--- src/rtl/dm_arb_pkg.sv ---
// Shared types and defaults for the data-memory arbiter: lock owner encoding,
// the in-flight read tag, and default geometry.
package dm_arb_pkg;

  localparam int DM_AW       = 8;
  localparam int DM_DW       = 8;
  localparam int DM_MAX_HOLD = 16;

  typedef enum logic [1:0] {
    OWN_NONE = 2'd0,
    OWN_M0   = 2'd1,
    OWN_M1   = 2'd2
  } owner_t;

  typedef struct packed {
    logic valid;
    logic master;
  } rd_tag_t;

  function automatic owner_t owner_of(input logic master);
    return master ? OWN_M1 : OWN_M0;
  endfunction

endpackage

--- src/rtl/dm_arb_rr_pick.sv ---
// Combinational two-way picker: a locked owner keeps priority until its hold
// limit is reached while the other side waits, otherwise round-robin on last.
module dm_arb_rr_pick
  import dm_arb_pkg::*;
(
  input  logic   i_req0,
  input  logic   i_req1,
  input  owner_t i_owner,
  input  logic   i_hold_max,
  input  logic   i_last,
  output logic   o_gnt0,
  output logic   o_gnt1
);

  always_comb begin
    o_gnt0 = 1'b0;
    o_gnt1 = 1'b0;
    if ((i_owner == OWN_M0) && i_req0 && !(i_hold_max && i_req1)) begin
      o_gnt0 = 1'b1;
    end else if ((i_owner == OWN_M1) && i_req1 && !(i_hold_max && i_req0)) begin
      o_gnt1 = 1'b1;
    end else if (i_req0 && i_req1) begin
      // Owner of a forced hand-off is always last, so this hands over.
      o_gnt0 = i_last;
      o_gnt1 = !i_last;
    end else if (i_req0) begin
      o_gnt0 = 1'b1;
    end else if (i_req1) begin
      o_gnt1 = 1'b1;
    end else begin
      o_gnt0 = 1'b0;
      o_gnt1 = 1'b0;
    end
  end

endmodule

--- src/rtl/dm_arbiter.sv ---
// Two-master arbiter in front of the single-port data memory, with bus lock and
// read-return routing. Define DM_ARBITER_STATS_EN to add saturating usage counters.
module dm_arbiter
  import dm_arb_pkg::*;
#(
  parameter int AW       = DM_AW,
  parameter int DW       = DM_DW,
  parameter int MAX_HOLD = DM_MAX_HOLD
) (
  input  logic          clk,
  input  logic          init,
  input  logic          m0_req,
  input  logic          m1_req,
  input  logic          m0_we,
  input  logic          m1_we,
  input  logic          m0_lock,
  input  logic          m1_lock,
  input  logic [AW-1:0] m0_addr,
  input  logic [AW-1:0] m1_addr,
  input  logic [DW-1:0] m0_wdata,
  input  logic [DW-1:0] m1_wdata,
  output logic          m0_gnt,
  output logic          m1_gnt,
  output logic          m0_rvalid,
  output logic          m1_rvalid,
  output logic [DW-1:0] m0_rdata,
  output logic [DW-1:0] m1_rdata,
  output logic          mem_en,
  output logic          mem_we,
  output logic [AW-1:0] mem_addr,
  output logic [DW-1:0] mem_wdata,
`ifdef DM_ARBITER_STATS_EN
  output logic [15:0]   stat_m0_cnt,
  output logic [15:0]   stat_m1_cnt,
  output logic [15:0]   stat_conflict_cnt,
`endif
  input  logic [DW-1:0] mem_rdata
);

  localparam int HW = $clog2(MAX_HOLD + 1);

  owner_t        r_owner;
  logic          r_last;
  logic [HW-1:0] r_hold_cnt;
  rd_tag_t       r_rd_tag;

  logic w_pick0, w_pick1, w_acc, w_hold_max, w_sel_lock, w_sel_we;
  logic w_gnt0, w_gnt1;

  assign w_hold_max = (r_hold_cnt == HW'(MAX_HOLD));

  dm_arb_rr_pick u_pick (
    .i_req0    (m0_req),
    .i_req1    (m1_req),
    .i_owner   (r_owner),
    .i_hold_max(w_hold_max),
    .i_last    (r_last),
    .o_gnt0    (w_pick0),
    .o_gnt1    (w_pick1)
  );

  // State updates use the raw pick; init only masks the visible outputs.
  assign w_acc      = w_pick0 | w_pick1;
  assign w_sel_lock = w_pick1 ? m1_lock : m0_lock;
  assign w_sel_we   = w_pick1 ? m1_we : m0_we;

  assign w_gnt0 = w_pick0 & ~init;
  assign w_gnt1 = w_pick1 & ~init;
  assign m0_gnt = w_gnt0;
  assign m1_gnt = w_gnt1;

  always_comb begin
    mem_en    = w_gnt0 | w_gnt1;
    mem_we    = 1'b0;
    mem_addr  = '0;
    mem_wdata = '0;
    if (w_gnt0) begin
      mem_we    = m0_we;
      mem_addr  = m0_addr;
      mem_wdata = m0_wdata;
    end else if (w_gnt1) begin
      mem_we    = m1_we;
      mem_addr  = m1_addr;
      mem_wdata = m1_wdata;
    end else begin
      mem_we    = 1'b0;
      mem_addr  = '0;
      mem_wdata = '0;
    end
  end

  always_ff @(posedge clk or posedge init) begin
    if (init) begin
      r_last     <= 1'b1;
      r_owner    <= OWN_NONE;
      r_hold_cnt <= '0;
      r_rd_tag   <= '0;
    end else if (w_acc) begin
      r_last <= w_pick1;
      if (w_sel_lock) begin
        r_owner <= owner_of(w_pick1);
        if (r_owner == owner_of(w_pick1)) begin
          r_hold_cnt <= w_hold_max ? r_hold_cnt : r_hold_cnt + HW'(1);
        end else begin
          r_hold_cnt <= HW'(1);
        end
      end else begin
        r_owner    <= OWN_NONE;
        r_hold_cnt <= '0;
      end
      r_rd_tag <= '{valid: !w_sel_we, master: w_pick1};
    end else begin
      if (((r_owner == OWN_M0) && !m0_req) || ((r_owner == OWN_M1) && !m1_req)) begin
        r_owner <= OWN_NONE;
      end else begin
        r_owner <= r_owner;
      end
      r_hold_cnt <= '0;
      r_rd_tag   <= '0;
    end
  end

  assign m0_rvalid = r_rd_tag.valid && !r_rd_tag.master;
  assign m1_rvalid = r_rd_tag.valid && r_rd_tag.master;
  assign m0_rdata  = m0_rvalid ? mem_rdata : '0;
  assign m1_rdata  = m1_rvalid ? mem_rdata : '0;

`ifdef DM_ARBITER_STATS_EN
  always_ff @(posedge clk or posedge init) begin
    if (init) begin
      stat_m0_cnt       <= 16'd0;
      stat_m1_cnt       <= 16'd0;
      stat_conflict_cnt <= 16'd0;
    end else begin
      if (w_pick0 && (stat_m0_cnt != 16'hFFFF)) stat_m0_cnt <= stat_m0_cnt + 16'd1;
      if (w_pick1 && (stat_m1_cnt != 16'hFFFF)) stat_m1_cnt <= stat_m1_cnt + 16'd1;
      if (m0_req && m1_req && (stat_conflict_cnt != 16'hFFFF))
        stat_conflict_cnt <= stat_conflict_cnt + 16'd1;
    end
  end
`endif

endmodule

--- config.mk ---
export PLATFORM = sky130hd
export DESIGN_NAME = dm_arbiter
export DESIGN_NICKNAME = d
export VERILOG_FILES = /design/src/rtl/dm_arb_pkg.sv /design/src/rtl/dm_arb_rr_pick.sv /design/src/rtl/dm_arbiter.sv
export SDC_FILE = /design/constraint.sdc
export NUM_CORES = 1
export LEC_CHECK = 0
export ABC_CLOCK_PERIOD_IN_PS = 3000
export BUFFER_PORTS_ARGS = -buffer_cell sky130_fd_sc_hd__clkbuf_2
export CAP_MARGIN = 20
export CORE_MARGIN = 4
export CORE_UTILIZATION = 39
export CTS_CLUSTER_DIAMETER = 200
export DETAILED_ROUTE_END_ITERATION = 7
export HOLD_SLACK_MARGIN = 0.03
export PLACE_DENSITY = 0.84
export SLEW_MARGIN = 20
export SYNTH_ARGS = -nofsm -noshare
export SYNTH_HDL_FRONTEND = slang
export SYNTH_SLANG_ARGS = --single-unit
--- constraint.sdc ---
create_clock -name clk -period 3 [get_ports clk]
set_input_delay 0.6 -clock clk [delete_from_list [all_inputs] [get_ports clk]]
set_output_delay 0.6 -clock clk [all_outputs]
set_load 0.01 [all_outputs]
==> impl_metrics.py <==
metrics = {
    "clocking": {
        "cts_sinks": 10,
        "numCtsBuffers": 3,
        "cts.clk_slew.worst_paths_ns": 0.06,
        "cts_root_buffer": "clkbuf_4",
        "cts_tree": "yes",
        "htreeDepth": 1,
        "cts_buffer_depth": 2,
        "clk_latency_ns": 0.27,
        "hold_buffers": 0,
    },
    "synthesis": {
        "yosys.area_share.adder": 0.0233,
        "netlist_area_um2": 1070,
        "synthMuxAreaShare": 0.0397,
        "yosys.cell_types.count": 34,
        "synth-xor-area-share": 0.0327,
        "syn_inst": 136,
        "synth-simple-area-share": 0.393,
        "synth-compound-area-share": 0.205,
        "synth-seq-cells": 10,
        "yosysWarnings": 0,
        "ys_seq_area_frac": 0.235,
        "synth_nets": 186,
        "synth_top_family_by_area": "simple AND/OR/NAND/NOR gates",
        "avgSynthCellArea_um2": 7.88,
    },
    "global_route": {
        "grt_max_degree": 22,
        "grt_pass1_vias": 1373,
        "grt_pass1_wl_um": 5560,
        "track_usage": 0.197,
        "gr-total-overflow": 0,
        "grt_antenna_before_repair": 0,
    },
    "floorplan": {
        "start_util": 0.421,
        "ios": 86,
        "die_area_um2": 3650,
        "row_count": 18,
        "core_area_um2": 2540,
        "die_x_um": 60.4,
        "die_height_um": 60.4,
    },
    "worst_setup_path": {
        "crit_path_top_delay_cell": "dfrtp_1",
        "critPathRequiredTime_ns": 2.40,
        "crit_family": "buffers and inverters",
        "end_kind": "primary output",
        "arrival_ns": 2.23,
        "path_class": "register to primary output",
        "path_max_fanout": 11,
        "critPathLaunchType": "register",
        "crit_chain": "inv_1 > ha_1 > nor4bb_2 > buf_4 > mux2i_4 > buf_6 > nand3_1 > a21oi_1 > clkbuf_2",
        "critPathMaxStageDelay_ns": 0.41,
        "critical_path_buf_inv_count": 4,
    },
    "sta": {
        "slew_viol_final": 0,
        "setup_tns_ns": 0,
        "hold_violations": 0,
        "setup_viol": 0,
        "fin_crit_sh": 0.945,
        "worst_pin_slew_ns": 0.403,
        "slew_headroom": 0.731,
        "rsz0062_at_grt": "no",
        "min_period_ns": 2.83,
        "finClkSkew_ns": 0.000845,
        "hold-worst-slack_ns": 0.540,
        "max_freq_mhz": 353,
    },
    "routing": {
        "highest_layer": "met4",
        "routed-wl-met2_um": 1730,
        "first_pass_iters": 4,
        "drtIter0Drc": 40,
        "num_vias": 1417,
        "drt-met1-wl_um": 1250,
        "drcViolationCount": 0,
        "wl_met3_um": 489,
        "vias_per_cell": 5.60,
        "postRouteAntennaNets": 0,
        "routedWlPerCell_um": 13.9,
        "routed_wl_um": 3530,
    },
    "worst_hold_path": {
        "hp-class": "input port to asynchronous set/reset pin",
    },
    "place": {
        "place_congestion": 0.867,
        "dp.final_hpwl_um": 2790,
        "io_buffer_count": 85,
    },
    "final_layout": {
        "diodes": 0,
        "fin_nets": 274,
        "drive_gt1_frac": 0.484,
        "syn2layout_area_growth_pct": 50.2,
    },
    "power_and_ir_drop": {
        "power_density_nw_per_um2": 308,
        "vdd_ir_drop_max_mv": 0.181,
        "finalPower_uw": 496,
        "leakage_nw": 0.852,
    },
    "run_status": {
        "status": "completed",
    },
    "job": {
        "maxCapViolCount": 0,
    },
}
[placed cells by master (no fill, tap or decap), types with 2 or more instances in the layout]
master     n
mux2i_4    2
dfrtp_1    9
and2_1    10
o31ai_1    2
nand3_1   37
nand2_1    2
a21oi_1   19
a211oi_1   3
xor2_1     2
xnor2_1    2
nand3b_1   2
inv_1      5
and3_1     9
ha_1       2
and3b_1    2
clkbuf_2  85
nor2b_1    3
clkbuf_4   3
buf_4      7
[per-layer routing]
metal / vias to the layer above / GRT usage
li1: 675 / -
met1: 651 / 0.217
met2: 84 / 0.353
met3: 7 / 0.0574
met4: 0 / 0.0805
met5: - / 0
[registers in the layout (all words and copies together) (netlist names)]
name,cells
r_last,1
r_owner,2
r_rd_tag,2
r_hold_cnt,5
[power by group]
group	switching (mW)	internal (mW)
clock network	0.0479	0.0739
registers	0.0142	0.146
logic	0.114	0.100
[cell usage after synthesis]
master | count | area share
nand3_1 | 37 | 0.17
a21oi_1 | 19 | 0.089
and2_1 | 10 | 0.058
and3_1 | 9 | 0.053
dfrtp_1 | 9 | 0.21
clkbuf_1 | 5 | 0.018
inv_1 | 5 | 0.018
buf_2 | 4 | 0.019
a211oi_1 | 3 | 0.021
nor2b_1 | 3 | 0.018
and3b_1 | 2 | 0.016
ha_1 | 2 | 0.023
mux2i_1 | 2 | 0.019
nand2_1 | 2 | 0.0070
nand3b_1 | 2 | 0.014
o31ai_1 | 2 | 0.014
xnor2_1 | 2 | 0.016
xor2_1 | 2 | 0.016
a2111oi_2 | 1 | 0.014
a21o_1 | 1 | 0.0070
a221oi_1 | 1 | 0.0082
a221oi_2 | 1 | 0.014
and2_4 | 1 | 0.0082
buf_4 | 1 | 0.0070
buf_6 | 1 | 0.011
dfstp_2 | 1 | 0.025
mux2i_4 | 1 | 0.021
nand2b_1 | 1 | 0.0058
nand3_4 | 1 | 0.016
nor3_2 | 1 | 0.0093
nor4bb_2 | 1 | 0.015
o2bb2a_1 | 1 | 0.0093
o311a_1 | 1 | 0.0093
o31ai_4 | 1 | 0.020
[what timing repair did]
action / CTS / global route
buffers inserted: 2 / 2
endpoints found under the setup margin: 1 / 14
resized for setup: 0 / 5
cloned: 0 / 1
[per-stage QoR]
| stage | utilization | cell area (µm²) | instances | worst slack (ns) |
|---|---|---|---|---|
| 2_1_floorplan | - | 1070 | 136 | 0.487 |
| 3_3_place_gp | 0.592 | 1510 | 244 | 0.340 |
| 3_5_place_dp | 0.592 | 1510 | 244 | 0.278 |
| 4_1_cts | 0.618 | 1570 | 250 | 0.0948 |
| 5_1_grt | 0.633 | 1610 | 253 | 0.0202 |
| 6_report | 0.633 | 1610 | 253 | 0.165 |
[final cells by class]
cell class,instances,area [µm²]
timing repair buffer,94,509
multi-input combinational,110,757
tap,30,37.5
inverter,5,18.8
fill,254,935
clock buffer,4,36.3
sequential,10,251
[logic make-up after synthesis]
family,count (synthesis)
fa+ha+maj,2
mux,3
buf+inv,16
simple gates,70
compound gates,31
flops,10
xor+xnor,4
[worst paths after layout]
kind	from	end	slack (ns)	depth (start not counted)
max	r_hold_cnt[0]$_DFFE_PP0P_	mem_wdata[2]	0.17	9
min	init	r_hold_cnt[3]$_DFFE_PP0P_	0.54	2
max reg2reg	r_hold_cnt[0]$_DFFE_PP0P_	r_hold_cnt[2]$_DFFE_PP0P_	0.70	8
min reg2reg	r_last$_DFFE_PP1P_	r_last$_DFFE_PP1P_	0.55	1
max in group asynchronous	init	r_last$_DFFE_PP1P_	2.15	2
min in group clk	m0_we	r_rd_tag[1]$_DFF_PP0_	0.55	2
Note: power is estimated with default switching activity, not from simulation.
